--- src/rtl/mc_pkg.sv ---
// Shared encodings for the multicycle controller and the datapath muxes it steers.
package mc_pkg;

    typedef enum logic [3:0] {
        S_FETCH  = 4'd0,
        S_DECODE = 4'd1,
        S_EXE    = 4'd2,
        S_ALUWB  = 4'd3,
        S_MEMADR = 4'd4,
        S_MEMRD  = 4'd5,
        S_MEMWB  = 4'd6,
        S_MEMWR  = 4'd7,
        S_BRANCH = 4'd8,
        S_JUMP   = 4'd9
    } state_e;

    typedef enum logic [3:0] {
        I_ADDU, I_SUBU, I_JR, I_ORI, I_LUI, I_LW, I_SW, I_BEQ, I_J, I_JAL, I_ILL
    } instr_e;

    localparam logic [5:0] OP_RTYPE   = 6'h00;
    localparam logic [5:0] OP_J       = 6'h02;
    localparam logic [5:0] OP_JAL     = 6'h03;
    localparam logic [5:0] OP_BEQ     = 6'h04;
    localparam logic [5:0] OP_ORI     = 6'h0D;
    localparam logic [5:0] OP_LUI     = 6'h0F;
    localparam logic [5:0] OP_LW      = 6'h23;
    localparam logic [5:0] OP_SW      = 6'h2B;
    localparam logic [5:0] FUNCT_JR   = 6'h08;
    localparam logic [5:0] FUNCT_ADDU = 6'h21;
    localparam logic [5:0] FUNCT_SUBU = 6'h23;

    localparam logic [1:0] NPC_PC4    = 2'b00;
    localparam logic [1:0] NPC_BRANCH = 2'b01;
    localparam logic [1:0] NPC_JUMP   = 2'b10;
    localparam logic [1:0] NPC_JR     = 2'b11;

    localparam logic [2:0] ALU_ADD = 3'b000;
    localparam logic [2:0] ALU_SUB = 3'b001;
    localparam logic [2:0] ALU_OR  = 3'b010;
    localparam logic [2:0] ALU_LUI = 3'b011;

    localparam logic [1:0] WR_RT = 2'b00;
    localparam logic [1:0] WR_RD = 2'b01;
    localparam logic [1:0] WR_RA = 2'b10;

    localparam logic [1:0] WD_ALU = 2'b00;
    localparam logic [1:0] WD_MEM = 2'b01;
    localparam logic [1:0] WD_PC  = 2'b10;

endpackage

--- src/rtl/mc_ctrl_if.sv ---
// Controller <-> datapath bundle; MC_CTRL_MEM_WAIT_EN adds the mem_rdy handshake.
interface mc_ctrl_if;
    logic [5:0] op;
    logic [5:0] funct;
    logic       zero;
`ifdef MC_CTRL_MEM_WAIT_EN
    logic       mem_rdy;
`endif
    logic       PCWrite;
    logic       IRWrite;
    logic       RFWr;
    logic       DMWr;
    logic [1:0] NPCOp;
    logic [2:0] ALUOp;
    logic       ALUSrc;
    logic       EXTOp;
    logic [1:0] WRSel;
    logic [1:0] WDSel;
    logic       ill_instr;

`ifdef MC_CTRL_MEM_WAIT_EN
    modport master (
        input  op, funct, zero, mem_rdy,
        output PCWrite, IRWrite, RFWr, DMWr, NPCOp, ALUOp, ALUSrc, EXTOp, WRSel, WDSel,
               ill_instr
    );
    modport slave (
        output op, funct, zero, mem_rdy,
        input  PCWrite, IRWrite, RFWr, DMWr, NPCOp, ALUOp, ALUSrc, EXTOp, WRSel, WDSel,
               ill_instr
    );
`else
    modport master (
        input  op, funct, zero,
        output PCWrite, IRWrite, RFWr, DMWr, NPCOp, ALUOp, ALUSrc, EXTOp, WRSel, WDSel,
               ill_instr
    );
    modport slave (
        output op, funct, zero,
        input  PCWrite, IRWrite, RFWr, DMWr, NPCOp, ALUOp, ALUSrc, EXTOp, WRSel, WDSel,
               ill_instr
    );
`endif
endinterface

--- src/rtl/mc_decode.sv ---
// Combinational op/funct decoder producing the instruction class.
module mc_decode
    import mc_pkg::*;
(
    input  logic [5:0] i_op,
    input  logic [5:0] i_funct,
    output instr_e     o_instr
);

    always_comb begin
        o_instr = I_ILL;
        case (i_op)
            OP_RTYPE: begin
                case (i_funct)
                    FUNCT_ADDU: o_instr = I_ADDU;
                    FUNCT_SUBU: o_instr = I_SUBU;
                    FUNCT_JR:   o_instr = I_JR;
                    default:    o_instr = I_ILL;
                endcase
            end
            OP_ORI:  o_instr = I_ORI;
            OP_LUI:  o_instr = I_LUI;
            OP_LW:   o_instr = I_LW;
            OP_SW:   o_instr = I_SW;
            OP_BEQ:  o_instr = I_BEQ;
            OP_J:    o_instr = I_J;
            OP_JAL:  o_instr = I_JAL;
            default: o_instr = I_ILL;
        endcase
    end

endmodule

--- src/rtl/mc_ctrl.sv ---
// Multicycle control FSM: fetch/decode/execute/memory/writeback sequencing.
// Optional MC_CTRL_MEM_WAIT_EN stalls fetch and memory states on mem_rdy.
module mc_ctrl
    import mc_pkg::*;
#(
    parameter logic [3:0] RST_STATE = 4'd0
) (
    input logic       clk,
    input logic       rst,
    mc_ctrl_if.master bus
);

    state_e     r_state;
    state_e     w_state;
    instr_e     w_instr;
    logic       w_rdy;
    logic       w_pcwrite, w_irwrite, w_rfwr, w_dmwr, w_alusrc, w_extop, w_ill;
    logic [1:0] w_npcop, w_wrsel, w_wdsel;
    logic [2:0] w_aluop;

`ifdef MC_CTRL_MEM_WAIT_EN
    assign w_rdy = bus.mem_rdy;
`else
    assign w_rdy = 1'b1;
`endif

    mc_decode u_decode (
        .i_op    (bus.op),
        .i_funct (bus.funct),
        .o_instr (w_instr)
    );

    always_ff @(posedge clk) begin
        if (rst) begin
            r_state <= state_e'(RST_STATE);
        end else begin
            case (r_state)
                S_FETCH:  if (w_rdy) r_state <= S_DECODE;
                S_DECODE: begin
                    case (w_instr)
                        I_LW, I_SW:                    r_state <= S_MEMADR;
                        I_ADDU, I_SUBU, I_ORI, I_LUI:  r_state <= S_EXE;
                        I_BEQ:                         r_state <= S_BRANCH;
                        I_J, I_JAL, I_JR:              r_state <= S_JUMP;
                        default:                       r_state <= S_FETCH;
                    endcase
                end
                S_EXE:    r_state <= S_ALUWB;
                S_MEMADR: r_state <= (w_instr == I_LW) ? S_MEMRD : S_MEMWR;
                S_MEMRD:  if (w_rdy) r_state <= S_MEMWB;
                S_MEMWR:  if (w_rdy) r_state <= S_FETCH;
                default:  r_state <= S_FETCH;
            endcase
        end
    end

    // A reset in progress presents fetch outputs so an abandoned write never fires.
    assign w_state = rst ? S_FETCH : r_state;

    always_comb begin
        w_pcwrite = 1'b0;
        w_irwrite = 1'b0;
        w_rfwr    = 1'b0;
        w_dmwr    = 1'b0;
        w_npcop   = NPC_PC4;
        w_aluop   = ALU_ADD;
        w_alusrc  = 1'b0;
        w_extop   = 1'b0;
        w_wrsel   = WR_RT;
        w_wdsel   = WD_ALU;
        w_ill     = 1'b0;
        case (w_state)
            S_FETCH: begin
                w_pcwrite = w_rdy;
                w_irwrite = w_rdy;
            end
            S_DECODE: w_ill = (w_instr == I_ILL);
            S_EXE: begin
                case (w_instr)
                    I_SUBU: w_aluop = ALU_SUB;
                    I_ORI: begin
                        w_aluop  = ALU_OR;
                        w_alusrc = 1'b1;
                    end
                    I_LUI: begin
                        w_aluop  = ALU_LUI;
                        w_alusrc = 1'b1;
                    end
                    default: w_aluop = ALU_ADD;
                endcase
            end
            S_ALUWB: begin
                w_rfwr  = 1'b1;
                w_wrsel = (w_instr == I_ADDU || w_instr == I_SUBU) ? WR_RD : WR_RT;
            end
            S_MEMADR: begin
                w_alusrc = 1'b1;
                w_extop  = 1'b1;
            end
            S_MEMWB: begin
                w_rfwr  = 1'b1;
                w_wdsel = WD_MEM;
            end
            S_MEMWR: w_dmwr = w_rdy;
            S_BRANCH: begin
                w_aluop   = ALU_SUB;
                w_npcop   = NPC_BRANCH;
                w_pcwrite = bus.zero;
            end
            S_JUMP: begin
                w_pcwrite = 1'b1;
                w_npcop   = (w_instr == I_JR) ? NPC_JR : NPC_JUMP;
                if (w_instr == I_JAL) begin
                    w_rfwr  = 1'b1;
                    w_wrsel = WR_RA;
                    w_wdsel = WD_PC;
                end
            end
            default: ;
        endcase
    end

    assign bus.PCWrite   = w_pcwrite;
    assign bus.IRWrite   = w_irwrite;
    assign bus.RFWr      = w_rfwr;
    assign bus.DMWr      = w_dmwr;
    assign bus.NPCOp     = w_npcop;
    assign bus.ALUOp     = w_aluop;
    assign bus.ALUSrc    = w_alusrc;
    assign bus.EXTOp     = w_extop;
    assign bus.WRSel     = w_wrsel;
    assign bus.WDSel     = w_wdsel;
    assign bus.ill_instr = w_ill;

endmodule

--- src/flat_wrapper.sv ---
// flat-port wrapper written by rule: the top's interface ports become plain ports
module mc_ctrl_flat import mc_pkg::*;
#(
    parameter logic [3:0] RST_STATE = 4'd0
)
  (clk, rst, bus_op, bus_funct, bus_zero, bus_PCWrite, bus_IRWrite, bus_RFWr, bus_DMWr, bus_NPCOp, bus_ALUOp, bus_ALUSrc, bus_EXTOp, bus_WRSel, bus_WDSel, bus_ill_instr);
  mc_ctrl_if bus_i ();
  input logic clk;
  input logic rst;
  input wire logic [$bits(bus_i.op)-1:0] bus_op;
  input wire logic [$bits(bus_i.funct)-1:0] bus_funct;
  input wire logic [$bits(bus_i.zero)-1:0] bus_zero;
  output wire logic [$bits(bus_i.PCWrite)-1:0] bus_PCWrite;
  output wire logic [$bits(bus_i.IRWrite)-1:0] bus_IRWrite;
  output wire logic [$bits(bus_i.RFWr)-1:0] bus_RFWr;
  output wire logic [$bits(bus_i.DMWr)-1:0] bus_DMWr;
  output wire logic [$bits(bus_i.NPCOp)-1:0] bus_NPCOp;
  output wire logic [$bits(bus_i.ALUOp)-1:0] bus_ALUOp;
  output wire logic [$bits(bus_i.ALUSrc)-1:0] bus_ALUSrc;
  output wire logic [$bits(bus_i.EXTOp)-1:0] bus_EXTOp;
  output wire logic [$bits(bus_i.WRSel)-1:0] bus_WRSel;
  output wire logic [$bits(bus_i.WDSel)-1:0] bus_WDSel;
  output wire logic [$bits(bus_i.ill_instr)-1:0] bus_ill_instr;
  assign bus_i.op = bus_op;
  assign bus_i.funct = bus_funct;
  assign bus_i.zero = bus_zero;
  assign bus_PCWrite = bus_i.PCWrite;
  assign bus_IRWrite = bus_i.IRWrite;
  assign bus_RFWr = bus_i.RFWr;
  assign bus_DMWr = bus_i.DMWr;
  assign bus_NPCOp = bus_i.NPCOp;
  assign bus_ALUOp = bus_i.ALUOp;
  assign bus_ALUSrc = bus_i.ALUSrc;
  assign bus_EXTOp = bus_i.EXTOp;
  assign bus_WRSel = bus_i.WRSel;
  assign bus_WDSel = bus_i.WDSel;
  assign bus_ill_instr = bus_i.ill_instr;
  mc_ctrl #(.RST_STATE(RST_STATE)) u_core (.clk(clk), .rst(rst), .bus(bus_i));
endmodule
--- config.mk ---
export PLATFORM = sky130hd
export DESIGN_NAME = mc_ctrl_flat
export DESIGN_NICKNAME = d
export VERILOG_FILES = /design/src/rtl/mc_pkg.sv /design/src/rtl/mc_ctrl_if.sv /design/src/rtl/mc_decode.sv /design/src/rtl/mc_ctrl.sv /design/src/flat_wrapper.sv
export SDC_FILE = /design/constraint.sdc
export NUM_CORES = 1
export LEC_CHECK = 0
export BUFFER_PORTS_ARGS = -buffer_cell sky130_fd_sc_hd__buf_2
export CAP_MARGIN = 10
export CORE_MARGIN = 2
export CORE_UTILIZATION = 48
export CTS_BUF_LIST = sky130_fd_sc_hd__clkbuf_16
export DETAILED_ROUTE_END_ITERATION = 8
export PLACE_DENSITY = 0.77
export SYNTH_ARGS = -nofsm -noshare
export SYNTH_HDL_FRONTEND = slang
export SYNTH_SLANG_ARGS = --single-unit
--- constraint.sdc ---
create_clock -name clk -period 2.35 [get_ports clk]
set_clock_uncertainty 0.05 [all_clocks]
set_input_delay 0.3525 -clock clk [delete_from_list [all_inputs] [get_ports clk]]
set_output_delay 0.3525 -clock clk [all_outputs]
set_load 0.01 [all_outputs]
== Word level (Yosys, flattened, before mapping) ==
Memories as Yosys holds them, arrays and structs flattened.
Index checks and enable logic that the tools add are counted.

* Eq/ne operators: 29
* Multiplexer cells: 22
* Reduce and logical (&&, ||, !) cells: 8

{| class="wikitable"
|+ Operators with widths
! cell !! count
|-
| $pmux 4 s8 || 1
|-
| $eq 4x3->1 const B || 7
|-
| $eq 6x6->1 const B || 4
|-
| $eq 4x2->1 const B || 5
|-
| $pmux 4 s5 || 1
|-
| $eq 6x4->1 const B || 3
|-
| $eq 4x4->1 const B || 4
|-
| $eq 4x1->1 const B || 3
|-
| $eq 6x2->1 const B || 2
|-
| $logic_not 4->1 || 3
|-
| $pmux 2 s2 || 3
|-
| $pmux 4 s3 || 1
|-
| $mux 1 || 8
|-
| $eq 6x3->1 const B || 1
|-
| $logic_not 6->1 || 1
|-
| $pmux 1 s2 || 3
|-
| $pmux 2 s3 || 1
|-
| $pmux 3 s2 || 1
|-
| $reduce_or 2->1 || 3
|-
| $mux 2 || 2
|-
| $mux 4 || 1
|-
| $logic_or 1x1->1 || 1
|}

* Register bits: 4
* Bits in read-only memories: 64
* Bits of input ports: 15
* Output and inout port bits: 16
* Logic and storage cells: 61
* Memories kept: 1

{| class="wikitable"
|+ Memory list
! memory !! depth !! bits a word !! read ports !! clocked after memory_dff !! write ports !! RTL line !! text
|-
| (no name shown) || 16 || 4 || 1 || 0 || 0 || mc_ctrl.sv:40 || <nowiki>case (w_instr)</nowiki>
|}

== Logic depth before layout (Yosys ltp) ==
* Word-level depth: 7
* Gate-level depth with buffers: 7
* Depth with buffers taken out: 5

== Modules after synthesis ==
Synthesis repeated with hierarchy kept, for this count alone.

* Cells, all modules: 115
* Area, all modules: 834.6 um2

{| class="wikitable"
|+ By module, submodules not included
! module !! times used !! cells an instance !! area an instance (um2) !! seq. area each (um2)
|-
| mc_ctrl || 1 || 79 || 588.1 || 80.1
|-
| mc_decode || 1 || 36 || 246.5 || 0.0
|}

== Worst setup path after synthesis ==
Ideal clock, no wire load.

* Path kind: input to output
* From: input port bus_op[0]
* To: output port bus_WRSel[1]
* Arrival: 1863 ps
* Setup slack: 84 ps
* Stages on the path: 7
* Path buffers: 2
* Path through: buf_4 -> nor4_4 -> o211ai_2 -> a21o_2 -> and3_4 -> nor3_1 -> buf_4

* Word-level cells in the longest chain between the ends: 5

{| class="wikitable"
|+ Ends and longest elaborated chain
! element !! RTL line !! text
|-
| start: declaration || flat_wrapper.sv:10 || <nowiki>input wire logic [$bits(bus_i.op)-1:0] bus_op;</nowiki>
|-
| $eq 6x2->1, or another cell as far along || mc_decode.sv:12 || <nowiki>case (i_op)</nowiki>
|-
| $pmux 4 s8 * || mc_decode.sv:12 ||
|-
| $eq 4x4->1 * || mc_ctrl.sv:113 || <nowiki>if (w_instr == I_JAL) begin</nowiki>
|-
| $mux 2 * || mc_ctrl.sv:113 ||
|-
| $pmux 2 s2 * || mc_ctrl.sv:72 || <nowiki>case (w_state)</nowiki>
|-
| end: declaration || flat_wrapper.sv:21 || <nowiki>output wire logic [$bits(bus_i.WRSel)-1:0] bus_WRSel;</nowiki>
|}

Every way passes the cells marked *; elsewhere a longest branch is shown, timed or not.

== Worst setup path in the final report ==
* From: input port bus_op[0]
* To: output port bus_ill_instr

* Word-level cells in the longest chain between the ends: 4

{| class="wikitable"
|+ Ends and longest elaborated chain
! element !! RTL line !! text
|-
| $eq 6x2->1, or another cell as far along || mc_decode.sv:12 ||
|-
| $pmux 4 s8 * || mc_decode.sv:12 ||
|-
| $eq 4x4->1 * || mc_ctrl.sv:77 || <nowiki>S_DECODE: w_ill = (w_instr == I_ILL);</nowiki>
|-
| $mux 1 * || mc_ctrl.sv:72 ||
|-
| end: declaration || flat_wrapper.sv:23 || <nowiki>output wire logic [$bits(bus_i.ill_instr)-1:0] bus_ill_instr;</nowiki>
|}

Marked as above.

==> flow_summary.ini <==
[status]
run_status = finished, final reports clean

[synthesis]
synth_cell_types = 49
yosysTopAreaCell = dfxtp_1
ys_top_cells_by_area = dfxtp_1 9.8%, nor2_1 5.5%, a21oi_1 4.3%, o21ai_0 3.7%, buf_4 3.7%
async_flop_share_pct = 0
synth_cells = 115
synth-seq-cells = 4
syn_area_sq_um = 821
ys_seq_area_share_pct = 9.76
synth_edf_count = 0
synthFlopType = dfxtp_1
synth_warnings = 0
synth_nets = 130
syn_avg_cell_area_sq_um = 7.14
synth.top_cell.area_share_pct = 9.76

[placed_design]
dpl-instance-area_sq_um = 942
gp_congestion = 0.906
port-buffer-count = 29
place_hpwl_um = 1750

[route]
wl_um = 2290
vias = 982
antenna_left = 0
wire_per_inst_um = 14.6
drc = 0
drt_iter0_drc = 25
viasPerCell = 6.25
first_pass_iters = 4

[global_route]
grt-ovfl-total = 0
track_usage_pct = 24.2
grt_pass1_wl_um = 3620
antenna_found_initial = 0
grt_max_degree = 14
first_global_vias = 848

[timing]
rsz0062_at_grt = yes
hold_violations = 0
setup-violations-final = 0
period_needed_ns = 2.28
fmax_mhz = 439
fin_crit_sh_pct = 97.0
slew_viol_final = 0
tns_ns = 0

[worst_setup_path]
cp-startpoint = bus_op[0]
critPathLaunchType = primary input
required_ns = 1.95
r2r_end = u_core.r_state[1]
path_class = in -> out
cpPeakStageDelay_ns = 0.37
path_common_cell = buf_2
cp.arrival_ns = 1.88
cp_max_fo = 9
r2r-start = u_core.r_state[2]
path_cells = buf_2 > nor4_4 > o211ai_4 > a21o_2 > and3_4 > nor3_1 > buf_2
worstRegToRegCells = 4
cp-end-kind = primary output
r2r_slack_ns = 0.68
slowest_stage = nor4_4

[cells_and_area]
top_regs = u_core.r_state: 4 flops
drive_above_1_share_pct = 36.9
final_area_sq_mm = 0.00104
nFillCells = 132
num_antenna_cells = 0
largest_reg_flops = 4
post-route-util_pct = 67.0
regMostFlops = u_core.r_state
fin_nets = 158
syn2layout_area_growth_pct = 27.3

[floorplan]
initial_utilization_pct = 52.6
ios = 31
die_x_um = 45.4
fp.dieH_um = 45.4
core.rowCount = 14
coreArea_sq_mm = 0.00156
die_area_sq_mm = 0.00206

[pwr]
seqPwrFrac_pct = 16.7
p_sw_uw = 115
internal_power_uw = 333
power_density_mw_per_mm2 = 429
comb_power_share_pct = 24.7
ir_worst_vdd_v = 0.000436
pwr-share-clk_pct = 58.6
power.leakage_uw = 0.000448
p_sw_share_pct = 25.7

[clocking]
cts_tree = built
cts_htree_levels = 1
root_buffer = clkbuf_16
cts_max_path_buffers = 2
path_clk_slew_ns = 0.03
clkSinkCount = 4
cts_inserted_buffers = 3
clk_latency_ns = 0.22

[hold_path]
whs_path_depth = 3
min_path_type = in -> reg
holdCritStartpoint = bus_op[3]
min_to = u_core.r_state[3]

[flow_run]
maxCapViolations = 0
## placed cells by master (no fill, tap or decap), types with 3 or more instances in the layout
cell / netlist / layout
a21oi_1: 7 / 7
a31oi_1: 3 / 3
nand2b_1: 3 / 3
o31ai_1: 3 / 3
clkbuf_16: 0 / 3
inv_1: 4 / 4
nand2_1: 7 / 6
nor4_1: 3 / 3
nor2b_1: 4 / 4
nor2_1: 12 / 11
o21ai_0: 6 / 6
dfxtp_1: 4 / 4
nor3_1: 3 / 3
buf_4: 4 / 5
buf_2: 2 / 29
## worst max-delay path: cells and delay by family
kind / cells / cell delay [ns]
AO/OA/AOI/OAI: 2 / 0.36
buffers and inverters: 2 / 0.36
AND/OR/NAND/NOR: 3 / 0.80
## worst max path at each step
stage                          to  slack [ns]  depth (start not counted)
detailed placement       bus_RFWr        0.05                          7
floorplan            bus_WRSel[1]        0.08                          7
global placement     bus_WDSel[1]        0.10                          7
global route           bus_ALUSrc      -0.009                          7
CTS                      bus_RFWr        0.04                          7
finish              bus_ill_instr        0.07                          7
## layer usage
layer | global-route usage, % | up-vias | wire length, um
met1 | 28.4 | 453 | 976
met2 | 43.1 | 43 | 1160
li1 | - | 484 | -
met5 | 0 | - | 0
met3 | 6.00 | 2 | 143
met4 | 6.47 | 0 | 10
## synthesized netlist by cell type, drive strengths merged, types with 3 or more instances
cell type and instances:
o21ai 8, clkbuf 3, nand2 7, nand2b 4, a21oi 7, nor2b 4, a31oi 3, o31ai 5
inv 4, dfxtp 4, nor3 3, nor4 4, buf 8, nor2 12, or2 3
## layout make-up
cell class | count | area, sq um | area share (%)
clock buffer | 3 | 75.1 | 7.19
sequential | 4 | 80.1 | 7.66
multi-input combinational | 96 | 672 | 64.3
tap | 16 | 20.0 | 1.92
timing repair buffer | 34 | 183 | 17.5
inverter | 4 | 15.0 | 1.44
## per-stage QoR
stage	instances	hold WS, ns	worst slack [ns]	total power, uW
CTS	156	0.521	0.0352	446
detailed placement	153	0.624	0.0524	181
floorplan	115	0.491	0.0842	151
global placement	153	0.636	0.100	178
global route	157	0.554	-0.00861	469
finish	157	0.521	0.0701	448
## logic make-up after synthesis
group | Yosys count | share of synthesized area [%]
flip-flops | 4 | 9.76
AND/OR/NAND/NOR | 57 | 44.4
buffers and inverters | 15 | 10.8
other | 1 | 0.457
XOR/XNOR | 2 | 2.13
AO/OA/AOI/OAI | 36 | 32.5
## power by group through the flow
| stage | Sequential, uW | Combinational (uW) | Clock [uW] |
|---|---|---|---|
| detailed placement | 75.5 | 105 | 0 |
| CTS | 74.7 | 106 | 265 |
| global placement | 75.4 | 103 | 0 |
| floorplan | 75.1 | 75.6 | 0 |
| finish | 74.7 | 111 | 262 |
| global route | 75.1 | 121 | 274 |
## timing repair
item                       CTS  global route
setup buffers                0             1
hold buffers                 0             0
setup endpoints to repair    0             5
gates resized for setup      0             5
Power figures use the tool's default switching activity.
